===== config.mk =====
export PLATFORM = sky130hd
export DESIGN_NAME = avalon_pcp_reg_slave_flat
export DESIGN_NICKNAME = d
export VERILOG_FILES = /design/src/rtl/avalon_pcp_pkg.sv /design/src/rtl/avalon_pcp_reg_slave_if.sv /design/src/rtl/avs_pcp_reg_array.sv /design/src/rtl/avalon_pcp_reg_slave.sv /design/src/flat_wrapper.sv
export SDC_FILE = /design/constraint.sdc
export NUM_CORES = 1
export LEC_CHECK = 0
export ABC_AREA = 1
export ABC_CLOCK_PERIOD_IN_PS = 6650
export CORE_UTILIZATION = 30
export DETAILED_ROUTE_END_ITERATION = 8
export SYNTH_ARGS = -nofsm -noshare
export SYNTH_HDL_FRONTEND = slang
export SYNTH_SLANG_ARGS = --single-unit
export TNS_END_PERCENT = 5

===== constraint.sdc =====
create_clock -name ACLK -period 6.65 [get_ports ACLK]
set_input_delay 1.33 -clock ACLK [delete_from_list [all_inputs] [get_ports ACLK]]
set_output_delay 1.33 -clock ACLK [all_outputs]
set_load 0.02 [all_outputs]

===== src/rtl/avalon_pcp_pkg.sv =====
// Shared types and constants for the PCP Avalon-MM register slave.
// State encodings, error read-back pattern and helper functions.
package avalon_pcp_pkg;

    typedef enum logic [1:0] {
        ST_IDLE = 2'b00,
        ST_BUSY = 2'b01,
        ST_ACK  = 2'b10
    } state_t;

    localparam logic [31:0] C_ERR_DATA = 32'hDEAD_BEEF;

    // Bits needed to hold a wait-state count of n (never narrower than one bit).
    function automatic int unsigned cnt_width(input int unsigned n);
        return (n < 2) ? 1 : $clog2(n + 1);
    endfunction

    // Merge new data into a word on the lanes selected by be.
    function automatic logic [31:0] be_merge(input logic [31:0] old_word,
                                             input logic [31:0] new_word,
                                             input logic [3:0]  be);
        logic [31:0] res;
        res = old_word;
        for (int b = 0; b < 4; b++) begin
            if (be[b]) begin
                res[8*b +: 8] = new_word[8*b +: 8];
            end else begin
                res[8*b +: 8] = old_word[8*b +: 8];
            end
        end
        return res;
    endfunction

endpackage


===== src/rtl/avalon_pcp_reg_slave_if.sv =====
// Avalon-MM PCP bus between the bridge (master) and the register slave.
interface avalon_pcp_reg_slave_if;
    logic [31:0] address;
    logic [3:0]  byteenable;
    logic        read;
    logic        write;
    logic [31:0] writedata;
    logic [31:0] readdata;
    logic        waitrequest;

    modport master (
        output address, byteenable, read, write, writedata,
        input  readdata, waitrequest
    );

    modport slave (
        input  address, byteenable, read, write, writedata,
        output readdata, waitrequest
    );
endinterface


===== src/rtl/avs_pcp_reg_array.sv =====
// Word storage for the PCP register bank: byte-enable write port,
// asynchronous read port.
module avs_pcp_reg_array
    import avalon_pcp_pkg::*;
#(
    parameter int unsigned C_ADDR_BITS = 4
) (
    input  logic                   ACLK,
    input  logic                   ARESETN,
    input  logic                   wr_en,
    input  logic [C_ADDR_BITS-1:0] wr_idx,
    input  logic [3:0]             wr_be,
    input  logic [31:0]            wr_data,
    input  logic [C_ADDR_BITS-1:0] rd_idx,
    output logic [31:0]            rd_data
);

    localparam int unsigned C_WORDS = 2 ** C_ADDR_BITS;

    logic [31:0] mem_r [C_WORDS];

    // Storage: cleared on reset, lane-merged on write.
    always_ff @(posedge ACLK) begin
        if (!ARESETN) begin
            for (int i = 0; i < C_WORDS; i++) begin
                mem_r[i] <= 32'h0000_0000;
            end
        end else if (wr_en) begin
            mem_r[wr_idx] <= be_merge(mem_r[wr_idx], wr_data, wr_be);
        end else begin
            mem_r[wr_idx] <= mem_r[wr_idx];
        end
    end

    assign rd_data = mem_r[rd_idx];

endmodule


===== src/rtl/avalon_pcp_reg_slave.sv =====
// Avalon-MM register slave for the PCP bridge: address decode, wait-state FSM,
// registered read data and a saturating error counter.
module avalon_pcp_reg_slave
    import avalon_pcp_pkg::*;
#(
    parameter logic [31:0] C_BASEADDR    = 32'h0000_0000,
    parameter int unsigned C_ADDR_BITS   = 4,
    parameter int unsigned C_WAIT_STATES = 2,
    parameter logic [31:0] C_ID          = 32'hA0B1_0001
) (
    input  logic                  ACLK,
    input  logic                  ARESETN,
    avalon_pcp_reg_slave_if.slave avs,
    output logic [7:0]            err_count
);

    localparam int unsigned C_CW          = cnt_width(C_WAIT_STATES);
    localparam int unsigned C_CNT_LOAD_I  = (C_WAIT_STATES == 0) ? 0 : C_WAIT_STATES - 1;
    localparam logic [32:0] C_SPAN        = 33'd4 << C_ADDR_BITS;

    state_t                 state_r;
    logic [C_CW-1:0]        cnt_r;
    logic                   is_write_r;
    logic                   in_range_r;
    logic [C_ADDR_BITS-1:0] idx_r;
    logic [3:0]             be_r;
    logic [31:0]            wdata_r;
    logic [31:0]            readdata_r;
    logic                   waitreq_r;
    logic [7:0]             err_r;

    logic [31:0]            off_s;
    logic                   in_range_s;
    logic [C_ADDR_BITS-1:0] idx_s;
    logic                   req_s;
    logic [C_ADDR_BITS-1:0] rd_idx_s;
    logic                   rd_in_range_s;
    logic [31:0]            arr_rdata_s;
    logic [31:0]            rd_val_s;
    logic                   wr_en_s;
    logic                   err_evt_s;

    assign off_s      = avs.address - C_BASEADDR;
    assign in_range_s = (avs.address >= C_BASEADDR) && ({1'b0, off_s} < C_SPAN);
    assign idx_s      = off_s[C_ADDR_BITS+1:2];
    assign req_s      = avs.read || avs.write;

    // With zero wait states ACK follows IDLE directly, so the read mux must see the live decode.
    assign rd_idx_s      = (state_r == ST_IDLE) ? idx_s      : idx_r;
    assign rd_in_range_s = (state_r == ST_IDLE) ? in_range_s : in_range_r;

    // Writes land on the edge that ends ACK; word 0 and out-of-range writes are dropped.
    assign wr_en_s = (state_r == ST_ACK) && is_write_r && in_range_r &&
                     (idx_r != {C_ADDR_BITS{1'b0}});

    avs_pcp_reg_array #(
        .C_ADDR_BITS (C_ADDR_BITS)
    ) u_array (
        .ACLK    (ACLK),
        .ARESETN (ARESETN),
        .wr_en   (wr_en_s),
        .wr_idx  (idx_r),
        .wr_be   (be_r),
        .wr_data (wdata_r),
        .rd_idx  (rd_idx_s),
        .rd_data (arr_rdata_s)
    );

    // Read source selection: ID word, stored word or error pattern.
    always_comb begin
        rd_val_s = C_ERR_DATA;
        if (!rd_in_range_s) begin
            rd_val_s = C_ERR_DATA;
        end else if (rd_idx_s == {C_ADDR_BITS{1'b0}}) begin
            rd_val_s = C_ID;
        end else begin
            rd_val_s = arr_rdata_s;
        end
    end

    // Error event detection; events live in distinct states, so at most one fires per cycle.
    always_comb begin
        err_evt_s = 1'b0;
        case (state_r)
            ST_IDLE: err_evt_s = avs.read && avs.write;
            ST_BUSY: err_evt_s = !req_s;
            ST_ACK:  err_evt_s = !in_range_r;
            default: err_evt_s = 1'b0;
        endcase
    end

    // Transaction FSM with registered waitrequest and readdata.
    always_ff @(posedge ACLK) begin
        if (!ARESETN) begin
            state_r    <= ST_IDLE;
            cnt_r      <= {C_CW{1'b0}};
            is_write_r <= 1'b0;
            in_range_r <= 1'b0;
            idx_r      <= {C_ADDR_BITS{1'b0}};
            be_r       <= 4'h0;
            wdata_r    <= 32'h0000_0000;
            readdata_r <= 32'h0000_0000;
            waitreq_r  <= 1'b1;
        end else begin
            case (state_r)
                ST_IDLE: begin
                    waitreq_r <= 1'b1;
                    if (req_s) begin
                        // A simultaneous read and write serves the write first.
                        is_write_r <= avs.write;
                        in_range_r <= in_range_s;
                        idx_r      <= idx_s;
                        be_r       <= avs.byteenable;
                        wdata_r    <= avs.writedata;
                        if (C_WAIT_STATES == 0) begin
                            state_r   <= ST_ACK;
                            waitreq_r <= 1'b0;
                            if (!avs.write) begin
                                readdata_r <= rd_val_s;
                            end else begin
                                readdata_r <= readdata_r;
                            end
                        end else begin
                            state_r <= ST_BUSY;
                            cnt_r   <= C_CW'(C_CNT_LOAD_I);
                        end
                    end else begin
                        state_r <= ST_IDLE;
                    end
                end
                ST_BUSY: begin
                    if (!req_s) begin
                        state_r   <= ST_IDLE;
                        waitreq_r <= 1'b1;
                    end else if (cnt_r == {C_CW{1'b0}}) begin
                        state_r   <= ST_ACK;
                        waitreq_r <= 1'b0;
                        if (!is_write_r) begin
                            readdata_r <= rd_val_s;
                        end else begin
                            readdata_r <= readdata_r;
                        end
                    end else begin
                        cnt_r <= cnt_r - C_CW'(1);
                    end
                end
                ST_ACK: begin
                    state_r   <= ST_IDLE;
                    waitreq_r <= 1'b1;
                end
                default: begin
                    state_r   <= ST_IDLE;
                    waitreq_r <= 1'b1;
                end
            endcase
        end
    end

    // Saturating error counter.
    always_ff @(posedge ACLK) begin
        if (!ARESETN) begin
            err_r <= 8'h00;
        end else if (err_evt_s && (err_r != 8'hFF)) begin
            err_r <= err_r + 8'h01;
        end else begin
            err_r <= err_r;
        end
    end

    assign avs.readdata    = readdata_r;
    assign avs.waitrequest = waitreq_r;
    assign err_count       = err_r;

endmodule


===== src/flat_wrapper.sv =====
// flat-port wrapper written by rule: the top's interface ports become plain ports
module avalon_pcp_reg_slave_flat import avalon_pcp_pkg::*;
#(
    parameter logic [31:0] C_BASEADDR    = 32'h0000_0000,
    parameter int unsigned C_ADDR_BITS   = 4,
    parameter int unsigned C_WAIT_STATES = 2,
    parameter logic [31:0] C_ID          = 32'hA0B1_0001
)
  (ACLK, ARESETN, err_count, avs_address, avs_byteenable, avs_read, avs_write, avs_writedata, avs_readdata, avs_waitrequest);
  avalon_pcp_reg_slave_if avs_i ();
  input  logic ACLK;
  input  logic ARESETN;
  output logic [7:0] err_count;
  input wire logic [$bits(avs_i.address)-1:0] avs_address;
  input wire logic [$bits(avs_i.byteenable)-1:0] avs_byteenable;
  input wire logic [$bits(avs_i.read)-1:0] avs_read;
  input wire logic [$bits(avs_i.write)-1:0] avs_write;
  input wire logic [$bits(avs_i.writedata)-1:0] avs_writedata;
  output wire logic [$bits(avs_i.readdata)-1:0] avs_readdata;
  output wire logic [$bits(avs_i.waitrequest)-1:0] avs_waitrequest;
  assign avs_i.address = avs_address;
  assign avs_i.byteenable = avs_byteenable;
  assign avs_i.read = avs_read;
  assign avs_i.write = avs_write;
  assign avs_i.writedata = avs_writedata;
  assign avs_readdata = avs_i.readdata;
  assign avs_waitrequest = avs_i.waitrequest;
  avalon_pcp_reg_slave #(.C_BASEADDR(C_BASEADDR), .C_ADDR_BITS(C_ADDR_BITS), .C_WAIT_STATES(C_WAIT_STATES), .C_ID(C_ID)) u_core (.ACLK(ACLK), .ARESETN(ARESETN), .avs(avs_i), .err_count(err_count));
endmodule

==> flow_metrics.py <==
metrics = {
    "status": {
        "status": "finished, final reports clean",
    },
    "power": {
        "p_leak_nw": 10.94,
        "powerDensity_nw_per_um2": 311.0,
        "ir_drop_uv": 172.1,
    },
    "setup_path": {
        "rr_worst_depth": 10,
        "cp-startpoint": "avs_address[2]",
        "r2r_slack_ns": 3.23,
        "rr_endpoint": "u_core.avs.readdata[14]$_SDFFE_PN0P_",
        "r2r_start": "u_core.state_r[1]$_SDFFE_PN0P_",
        "cp_data_required_time_ns": 7.19,
        "crit_end": "u_core.avs.readdata[14]$_SDFFE_PN0P_",
        "cp-start-kind": "primary input",
        "setup.worst_path.end_class": "register",
        "worstPathMaxFanout": 161,
        "cp.arrival_ns": 4.38,
        "crit_type": "primary input to register",
    },
    "placed_design": {
        "place.gp.congestion": 0.8138,
        "dpl.hpwl_mm": 45.68,
        "port_buffers": 110,
    },
    "cts": {
        "ctsHtreeMaxLevel": 3,
        "ctsResizeCount": 0,
        "hold_buffers": 0,
        "cts_num_sinks": 598,
        "cts_tree": "built",
        "postCtsSetupRepairBufs": 0,
        "cts.path.max_buffers": 3,
        "cts_buffers": 67,
        "clkSlewWorstSetupHoldPaths_ns": 0.06,
        "clk_latency_ns": 0.61,
        "cts-root-buf": "clkbuf_16",
    },
    "cells_and_area": {
        "layout_commonest_cell": "nand2_1",
        "final_cell_mix": "nand2_1 (616), nor2_1 (577), edfxtp_1 (511)",
        "drive_above_1_share": 0.05518,
        "multi_input_area_um2": 8153,
        "fillers": 8675,
        "diodes": 0,
        "syn_to_final_growth_pct": 15.98,
        "regArea_um2": 17090,
        "nets": 2869,
        "utilization": 0.3508,
    },
    "worst_hold_path": {
        "min_path_type": "register to register",
        "holdPathStages": 2,
        "hold_start": "u_core.avs.readdata[17]$_SDFFE_PN0P_",
    },
    "yosys": {
        "synth_top_cell_by_area": "edfxtp_1",
        "ys_seq_area_frac": 0.6522,
        "synth-seq-cells": 598,
        "synth_cell_types": 33,
        "synthCells": 2732,
        "yosysWarnings": 0,
        "syn_area_um2": 26200,
        "synth_top_cell_area_share": 0.5858,
        "syn_area_per_cell_um2": 9.589,
        "synth_area_leaders": "edfxtp_1 (59%), nand2_1 (8.8%), nor2_1 (8.3%)",
    },
    "sta": {
        "timing.setup.tns_ns": 0,
        "slew_headroom": 0.1210,
        "slew_viol_final": 0,
        "period_share": 0.5766,
        "fmax_mhz": 260.8,
        "worst-slew-pin-transition_ns": 1.314,
        "skew_ns": 0.03532,
        "finalHoldViolCount": 0,
        "setup_viol": 0,
        "fin_crit_ns": 3.834,
        "rsz0062_at_grt": "no",
    },
    "grt": {
        "grt_max_degree": 162,
        "grt_pass1_vias": 18550,
        "antenna_found_initial": 4,
        "grt_pass1_wl_mm": 111.7,
        "grt_usage": 0.1648,
        "grt-ovfl-total": 0,
    },
    "detailed_routing": {
        "routed-via-count": 19414,
        "dr.pass1.iters": 5,
        "drt_wl_total_mm": 73.95,
        "via_per_inst": 4.854,
        "ant_nets": 0,
        "drt-initial-drc-count": 1876,
        "route.detailed.drc": 0,
        "avgRoutedWirePerCell_um": 18.49,
    },
    "flow_run": {
        "cap_violations": 0,
    },
    "floorplan": {
        "fp.dieH_um": 297.5,
        "std_cell_rows": 108,
        "ios": 113,
        "dieArea_um2": 88510,
        "fp.coreArea_um2": 86620,
        "initial_utilization": 0.3024,
        "fp.dieW_um": 297.5,
    },
}
## synth_stat cells
cell,n
a211oi_1,2
a21oi_1,83
a31oi_1,1
and3_1,1
buf_1,5
buf_2,70
buf_4,9
clkbuf_1,81
clkinv_1,1
conb_1,1
dfxtp_1,87
edfxtp_1,511
ha_1,2
inv_1,96
inv_2,5
nand2_1,617
nand2_2,33
nand2_4,1
nand3_1,383
nand4_1,1
nor2_1,577
nor2_2,4
nor2_4,2
nor3_1,8
nor4_1,7
o2111ai_1,1
o211ai_1,3
o21ai_0,121
o21ai_1,4
o21ai_2,2
o22ai_1,10
or2_2,1
xor2_1,2
## power by group
| part | internal, W | switching, W |
|---|---|---|
| combinational | 0.000431 | 0.00121 |
| sequential | 0.00424 | 0.0000621 |
| clock | 0.00201 | 0.00149 |
| total | 0.00668 | 0.00276 |
## state kept, by name, summed over array words and instances, names as in the netlist
signal	count
u_core.avs.readdata	32
u_core.avs.waitrequest	1
u_core.be_r	4
u_core.cnt_r	2
u_core.err_count	8
u_core.idx_r	4
u_core.in_range_r	1
u_core.is_write_r	1
u_core.state_r	2
u_core.u_array.mem_r	511
u_core.wdata_r	32
## routing by layer
layer | vias to the layer above | track usage | share of wire
met2 | 734 | 0.2629 | 0.46
met4 | 6 | 0.06419 | 0.031
li1 | 9306 | - | -
met5 | - | 0 | 0.00055
met3 | 117 | 0.03323 | 0.078
met1 | 9251 | 0.2194 | 0.43
## worst min-delay path by stage
| stage | end | slack (ns) |
|---|---|---|
| 6_report | u_core.avs.readdata[17]$_SDFFE_PN0P_ | 0.46 |
| 5_1_grt | u_core.avs.readdata[22]$_SDFFE_PN0P_ | 0.50 |
| 4_1_cts | u_core.is_write_r$_SDFFE_PN0P_ | 0.46 |
| 3_5_place_dp | u_core.is_write_r$_SDFFE_PN0P_ | 0.46 |
| 3_3_place_gp | u_core.is_write_r$_SDFFE_PN0P_ | 0.45 |
| 2_1_floorplan | u_core.is_write_r$_SDFFE_PN0P_ | 0.44 |
## critical path, cell delays in order
cell	delay (ns)
clkdlybuf4s50_1	0.52
nand2_2	0.15
nand2_8	0.77
buf_12	0.42
nand2_1	0.09
nand3_1	0.13
nand3_1	0.17
nand3_1	0.23
nand3_1	0.19
a21oi_1	0.15
## through the flow
| step | cell area (um2) | hold WS [ns] | total power [W] | worst slack [ns] | instances |
|---|---|---|---|---|---|
| after global placement | 28360 | 0.4532 | 0.006003 | 2.202 | 3881 |
| after global routing | 30380 | 0.5001 | 0.009800 | 2.651 | 4000 |
| after CTS | 30380 | 0.4646 | 0.009498 | 2.893 | 4000 |
| final | 30380 | 0.4620 | 0.009450 | 2.816 | 4000 |
| after detailed placement | 28360 | 0.4559 | 0.006016 | 2.227 | 3881 |
| after floorplan | 26310 | 0.4409 | 0.005414 | 3.584 | 2762 |
## kinds of logic (layout without fill, tap and decap cells)
group / after synthesis / in the layout / share of synthesized area
fa+ha+maj: 2 / 2 / 0.0009551
xor+xnor: 2 / 2 / 0.0006688
other cells: 1 / 31 / 0.0001431
simple gates: 1635 / 1635 / 0.2583
buf+inv: 267 / 350 / 0.04289
compound gates: 227 / 227 / 0.04480
flops: 598 / 598 / 0.6522
## final cells by class
class / instances / share of cell area
Timing Repair Buffer: 129 / 0.04250
Clock inverter: 24 / 0.005889
Multi-Input combinational cell: 1897 / 0.2683
Clock buffer: 95 / 0.06070
Sequential cell: 598 / 0.5624
Inverter: 102 / 0.01260
Tap cell: 1155 / 0.04757
No activity file was read; power rests on OpenSTA's default activity.
